### config.mk
export PLATFORM = sky130hd
export DESIGN_NAME = enum_stream_monitor
export DESIGN_NICKNAME = d
export VERILOG_FILES = /design/src/rtl/enum_stream_monitor_pkg.sv /design/src/rtl/enum_stream_monitor_fifo.sv /design/src/rtl/enum_stream_monitor.sv
export SDC_FILE = /design/constraint.sdc
export NUM_CORES = 1
export LEC_CHECK = 0
export CAP_MARGIN = 0
export CORE_MARGIN = 2
export CORE_UTILIZATION = 43
export CTS_BUF_LIST = sky130_fd_sc_hd__clkbuf_8
export CTS_CLUSTER_DIAMETER = 50
export DETAILED_ROUTE_END_ITERATION = 8
export GPL_ROUTABILITY_DRIVEN = 0
export PLACE_DENSITY = 0.65
export SYNTH_ARGS = -nofsm -noshare
export SYNTH_HDL_FRONTEND = slang
export SYNTH_SLANG_ARGS = --single-unit
export TNS_END_PERCENT = 10
### constraint.sdc
create_clock -name clk -period 5.5 [get_ports clk]
set_clock_uncertainty 0.15 [all_clocks]
set_input_delay 1.65 -clock clk [delete_from_list [all_inputs] [get_ports clk]]
set_output_delay 1.65 -clock clk [all_outputs]
set_load 0.005 [all_outputs]
### src/rtl/enum_stream_monitor_pkg.sv
// Shared types for the enum stream monitor: the raw byte carried on the input,
// the legal enum encodings, the forwarded record and the order-check states.
package enum_stream_monitor_pkg;

  // Raw input byte. It can carry encodings outside the enum.
  typedef logic [7:0] alias_t;

  // Legal encodings. Anything above THREE is illegal and gets dropped.
  typedef enum logic [7:0] {
    ONE   = 8'd0,
    TWO   = 8'd1,
    THREE = 8'd2
  } enum_t;

  // Record forwarded downstream. x holds the enum encoding.
  typedef struct packed {
    enum_t x;
  } struct_t;

  // Highest legal encoding.
  localparam enum_t ENUM_LAST = THREE;

  // Order-check states. EXP_ANY only exists between reset and the first legal value.
  typedef enum logic [1:0] {
    EXP_ANY,
    EXP_ONE,
    EXP_TWO,
    EXP_THREE
  } seq_state_t;

  // Expected state after legal value v. It follows the received value, so the
  // checker resynchronises after an error.
  function automatic seq_state_t next_exp(enum_t v);
    seq_state_t s;
    case (v)
      ONE:     s = EXP_TWO;
      TWO:     s = EXP_THREE;
      default: s = EXP_ONE;
    endcase
    return s;
  endfunction

  // True when legal value v is acceptable in state s.
  function automatic logic order_ok(seq_state_t s, enum_t v);
    logic ok;
    case (s)
      EXP_ONE:   ok = (v == ONE);
      EXP_TWO:   ok = (v == TWO);
      EXP_THREE: ok = (v == THREE);
      default:   ok = 1'b1;
    endcase
    return ok;
  endfunction

endpackage

### src/rtl/enum_stream_monitor_fifo.sv
// Small synchronous FIFO of struct_t records.
// The head is read straight from storage, so there is no input-to-output bypass.
// A pushed entry becomes visible the cycle after the push.
module enum_fifo
  import enum_stream_monitor_pkg::*;
#(
  parameter int DEPTH = 4
) (
  input  logic    clk,
  input  logic    rst,
  input  logic    push,
  input  struct_t push_data,
  input  logic    pop,
  output struct_t head,
  output logic    full,
  output logic    empty
);

  localparam int AW = (DEPTH > 1) ? $clog2(DEPTH) : 1;

  struct_t         mem [DEPTH];
  logic [AW-1:0]   wr_ptr;
  logic [AW-1:0]   rd_ptr;
  logic [AW:0]     count;

  logic do_push;
  logic do_pop;

  assign full    = (count == (AW+1)'(DEPTH));
  assign empty   = (count == '0);
  assign do_push = push && !full;
  assign do_pop  = pop && !empty;
  assign head    = mem[rd_ptr];

  // Storage write. Storage is cleared on reset so the head reads 0 while empty.
  always_ff @(posedge clk) begin
    if (rst) begin
      for (int i = 0; i < DEPTH; i++) begin
        mem[i] <= '0;
      end
    end else if (do_push) begin
      mem[wr_ptr] <= push_data;
    end
  end

  // Pointer and occupancy update. Pointers wrap naturally because DEPTH is a power of two.
  always_ff @(posedge clk) begin
    if (rst) begin
      wr_ptr <= '0;
      rd_ptr <= '0;
      count  <= '0;
    end else begin
      if (do_push) begin
        wr_ptr <= wr_ptr + AW'(1);
      end
      if (do_pop) begin
        rd_ptr <= rd_ptr + AW'(1);
      end
      case ({do_push, do_pop})
        2'b10:   count <= count + (AW+1)'(1);
        2'b01:   count <= count - (AW+1)'(1);
        default: count <= count;
      endcase
    end
  end

endmodule

### src/rtl/enum_stream_monitor.sv
// Consumer of the enum stream. It drops illegal encodings, checks the cyclic
// order ONE->TWO->THREE->ONE, keeps per-value counters, and forwards legal
// values through a small FIFO.
//
// Handshake, on both sides: a transfer happens on a rising edge where valid
// and ready are both high. valid never depends on ready. in_ready depends only
// on registered FIFO state, so a pop cannot re-open the input in the same cycle.
module enum_stream_monitor
  import enum_stream_monitor_pkg::*;
#(
  parameter int DEPTH = 4,
  parameter int CNT_W = 16
) (
  input  logic             clk,
  input  logic             rst,
  input  logic             in_valid,
  output logic             in_ready,
  input  alias_t           in_data,
  output logic             out_valid,
  input  logic             out_ready,
  output struct_t          out_data,
  input  logic             clr_stats,
  output logic [CNT_W-1:0] cnt_one,
  output logic [CNT_W-1:0] cnt_two,
  output logic [CNT_W-1:0] cnt_three,
  output logic [CNT_W-1:0] illegal_cnt,
  output logic             seq_err,
  output logic [1:0]       dbg_seq_state
);

  localparam logic [1:0]       ST_ANY  = EXP_ANY;
  localparam logic [CNT_W-1:0] CNT_MAX = {CNT_W{1'b1}};
  localparam logic [CNT_W-1:0] CNT_INC = {{(CNT_W-1){1'b0}}, 1'b1};

  logic       full;
  logic       empty;
  logic       in_fire;
  logic       legal;
  logic       push;
  logic       pop;
  logic       bad_order;
  enum_t      in_val;
  struct_t    push_rec;
  logic [1:0] state_q;

  assign in_val    = enum_t'(in_data);
  assign legal     = (in_data <= ENUM_LAST);
  assign in_ready  = !full;
  assign out_valid = !empty;
  assign in_fire   = in_valid && in_ready;
  assign push      = in_fire && legal;
  assign pop       = out_valid && out_ready;
  assign bad_order = push && !order_ok(seq_state_t'(state_q), in_val);
  assign push_rec  = '{x: in_val};

  assign dbg_seq_state = state_q;

  enum_fifo #(
    .DEPTH (DEPTH)
  ) u_fifo (
    .clk       (clk),
    .rst       (rst),
    .push      (push),
    .push_data (push_rec),
    .pop       (pop),
    .head      (out_data),
    .full      (full),
    .empty     (empty)
  );

  // Order FSM. It follows every legal value, including out-of-order ones,
  // and ignores illegal values. clr_stats does not affect it.
  always_ff @(posedge clk) begin
    if (rst) begin
      state_q <= ST_ANY;
    end else if (push) begin
      state_q <= next_exp(in_val);
    end
  end

  // Sticky order error. A clear in the same cycle as a new error wins.
  always_ff @(posedge clk) begin
    if (rst || clr_stats) begin
      seq_err <= 1'b0;
    end else if (bad_order) begin
      seq_err <= 1'b1;
    end
  end

  // Saturating per-kind counters. A clear in the same cycle as an increment wins.
  always_ff @(posedge clk) begin
    if (rst || clr_stats) begin
      cnt_one     <= '0;
      cnt_two     <= '0;
      cnt_three   <= '0;
      illegal_cnt <= '0;
    end else begin
      if (push && (in_val == ONE) && (cnt_one != CNT_MAX)) begin
        cnt_one <= cnt_one + CNT_INC;
      end
      if (push && (in_val == TWO) && (cnt_two != CNT_MAX)) begin
        cnt_two <= cnt_two + CNT_INC;
      end
      if (push && (in_val == THREE) && (cnt_three != CNT_MAX)) begin
        cnt_three <= cnt_three + CNT_INC;
      end
      if (in_fire && !legal && (illegal_cnt != CNT_MAX)) begin
        illegal_cnt <= illegal_cnt + CNT_INC;
      end
    end
  end

endmodule
==> impl_metrics.py <==
metrics = {
    "floorplanning": {
        "core_area_mm2": 0.0114,
        "die_h_um": 112,
        "rows": 39,
        "initial_core_util_pct": 44.1,
        "io_pins": 90,
        "dieArea_mm2": 0.0126,
        "die_x_um": 112,
    },
    "power_and_ir_drop": {
        "power-per-cell-area_mw_per_mm2": 220,
        "internal_power_mw": 1.05,
        "pwr-share-seq_pct": 60.3,
        "p_comb_share_pct": 4.1,
        "clkPwrFrac_pct": 35.6,
        "max-vdd-ir-drop_uv": 123,
        "leakage_nw": 1.99,
        "power_switching_mw": 0.347,
        "p_sw_share_pct": 24.9,
    },
    "cts": {
        "ctsHoldBuffers": 0,
        "cts_tree": "built",
        "numCtsBuffers": 9,
        "worstSkewPairLatency_ns": 0.38,
        "cts_setup_buffers": 0,
        "clockBufferDepth": 2,
        "htreeDepth": 3,
        "cts_resized": 0,
        "clock-sinks": 108,
        "clkTransAtPathRegs_ns": 0.12,
        "cts_root_buffer": "clkbuf_8",
    },
    "finish": {
        "antennaDiodeCount": 0,
        "drive_gt1_share_pct": 7.15,
        "areaGrowthSynthToFinish_pct": 25.9,
        "fin_area_mm2": 0.00633,
        "fillCellCount": 1039,
        "fin_nets": 643,
    },
    "placement": {
        "port_buffers": 89,
        "hpwl_um": 7770,
        "dp_slack_ns": 0.869,
        "placed_area_mm2": 0.00613,
    },
    "status": {
        "outcome": "finished, final reports clean",
    },
    "critical_path": {
        "timing.rr.end": "u_fifo.count[2]",
        "crit_required_ns": 5.67,
        "rrSetupSlack_ns": 2.62,
        "cp_num_buf_inv": 3,
        "worstSetupStartpoint": "in_data[2]",
        "crit_chain": "clkdlybuf4s50_1 > nor4_4 > nand4_4 > a21oi_1 > inv_1 > ha_1 > inv_1 > fa_1 > xor2_1 > or3_1 > a21oi_1",
        "startpoint_type": "input port",
        "worst-path-stages": 11,
        "crit_slowest_cell": "nor4_4",
        "path_delay_family": "simple AND/OR/NAND/NOR gates",
        "worst_r2r_path_depth": 11,
        "setup.worst_path.end_class": "flip-flop",
        "critPathArrivalTime_ns": 4.40,
        "cp-endpoint": "u_fifo.count[2]",
        "r2r_start": "u_fifo.count[2]",
        "path_class": "input port to flip-flop",
        "slowest_delay_ns": 0.47,
        "critPathMaxFanout": 8,
    },
    "timing": {
        "fin_crit_sh_pct": 76.9,
        "rsz0062_at_grt": "false",
        "fmax_mhz": 236,
        "timing.setup.tns_ns": 0,
        "hold_violations": 0,
        "whs_ns": 0.331,
        "fin_crit_ns": 4.23,
        "setup_slack_ns": 1.27,
        "maxSlewViolCount": 0,
        "relSlewSlack_pct": 38.2,
        "setup_viol": 0,
        "worst_pin_slew_ns": 0.923,
    },
    "detailed_routing": {
        "post_drt_wl_per_cell_um": 14.3,
        "drtIter0Drc": 193,
        "viasPerCell": 5.32,
        "dr_total_vias": 4106,
        "antenna_left": 0,
        "post-route-drc-count": 0,
        "dr.pass1.iters": 7,
        "drt_wl_total_um": 11100,
    },
    "grt": {
        "grt.busiest_layer": "met2",
        "grt_use_total_pct": 17.9,
        "met1_usage_pct": 24.5,
        "grt_start_max_net_pins": 25,
        "gr-usage-met2_pct": 28.8,
        "grt_overflow": 0,
        "grt_pass1_wl_um": 18800,
        "antenna_found_initial": 0,
        "grtUsageMet3_pct": 4.05,
        "grt_pass1_vias": 3885,
    },
    "yosys": {
        "synth_ff_type": "dfxtp_1",
        "synth_area_mm2": 0.00503,
        "yosysWarnings": 0,
        "ys_ff_latch": 108,
        "synth-edff-count": 32,
        "async_flop_share_pct": 0,
        "post-synth-top-count-cell": "dfxtp_1",
        "synthTopCellsByArea": "dfxtp_1, edfxtp_1, xnor2_1",
        "syn_area_per_cell_um2": 9.69,
        "syn_inst": 519,
        "synthTopCellsByCount": "dfxtp_1, nor2_1, nand2_1, xnor2_1, edfxtp_1",
        "yosysUniqueCellTypes": 50,
        "ys_seq_area_share_pct": 49.3,
        "synth_top_area_share_pct": 30.2,
        "yosys.area.top_type": "dfxtp_1",
    },
    "min_path": {
        "holdPathStages": 1,
        "min_path_type": "flip-flop to flip-flop",
    },
    "job": {
        "drv_cap": 0,
    },
}
==> flip-flops by register name, indices dropped and copies added, names as in the netlist, named ones only <==
register and flops:
seq_err 1, dbg_seq_state 2, u_fifo.mem 32, cnt_three 16, u_fifo.wr_ptr 2, cnt_two 16
cnt_one 16, illegal_cnt 16, u_fifo.count 3, u_fifo.rd_ptr 2
==> cell usage in the layout, fill, tap and decap left out, drive strengths merged, types with 4 or more instances in the layout <==
cell	instances
a21oi	27
a31o	5
and3	4
and4	7
buf	5
clkbuf	9
clkdlybuf4s50	89
conb	24
dfxtp	76
edfxtp	32
ha	5
inv	20
mux2i	5
mux4	8
nand2	35
nand3	26
nand4	23
nor2	70
nor3	20
nor3b	4
nor4	27
o21a	4
o21ai	15
or3	15
xnor2	34
xor2	4
==> how the worst min path moves through the flow <==
| stage | startpoint | to | slack, ns |
|---|---|---|---|
| global route | seq_err | seq_err | 0.35 |
| finish | seq_err | seq_err | 0.33 |
| CTS | seq_err | seq_err | 0.34 |
| detailed placement | seq_err | seq_err | 0.30 |
| floorplan | u_fifo.count[2] | u_fifo.count[2] | 0.31 |
| global placement | seq_err | seq_err | 0.30 |
==> layout make-up <==
cell class	count	area, um2	share of cell area [%]
sequential	108	2480	39.2
timing repair buffer	94	928	14.7
inverter	14	52.6	0.830
clock buffer	9	124	1.96
multi-input combinational	397	2490	39.3
clock inverter	7	78.8	1.24
tap	143	179	2.82
==> stage by stage <==
| step | utilization [%] | total power, mW | cells |
|---|---|---|---|
| 2_1_floorplan | - | 0.887 | 542 |
| 4_1_cts | 55.5 | 1.41 | 772 |
| 5_1_grt | 55.5 | 1.45 | 772 |
| 3_5_place_dp | 53.7 | 0.917 | 756 |
| 6_report | 55.5 | 1.39 | 772 |
| 3_3_place_gp | 53.7 | 0.915 | 756 |
==> routing by layer <==
layer,vias to the layer above,part of all wire (%)
met3,15,4.5
met4,0,1.3
li1,2092,-
met2,91,46
met1,1908,48
met5,-,0
==> power by group through the flow <==
stage	Sequential, mW	Combinational [mW]	Clock, mW
6_report	0.841	0.0571	0.495
2_1_floorplan	0.857	0.0309	0
4_1_cts	0.841	0.0576	0.510
3_3_place_gp	0.859	0.0566	0
5_1_grt	0.843	0.0633	0.542
3_5_place_dp	0.859	0.0574	0
==> cell families after synthesis <==
| group | Yosys count | synth area share [%] |
|---|---|---|
| and+or+nand+nor | 249 | 26.7 |
| adders and majority gates | 6 | 1.64 |
| DFF | 108 | 49.3 |
| AOI/OAI and AO/OA | 67 | 8.18 |
| buffers and inverters | 37 | 2.91 |
| other | 1 | 0.0745 |
| xor gates and xnor gates | 38 | 6.62 |
| muxes | 13 | 4.58 |
(Power assumes the default switching activity.)
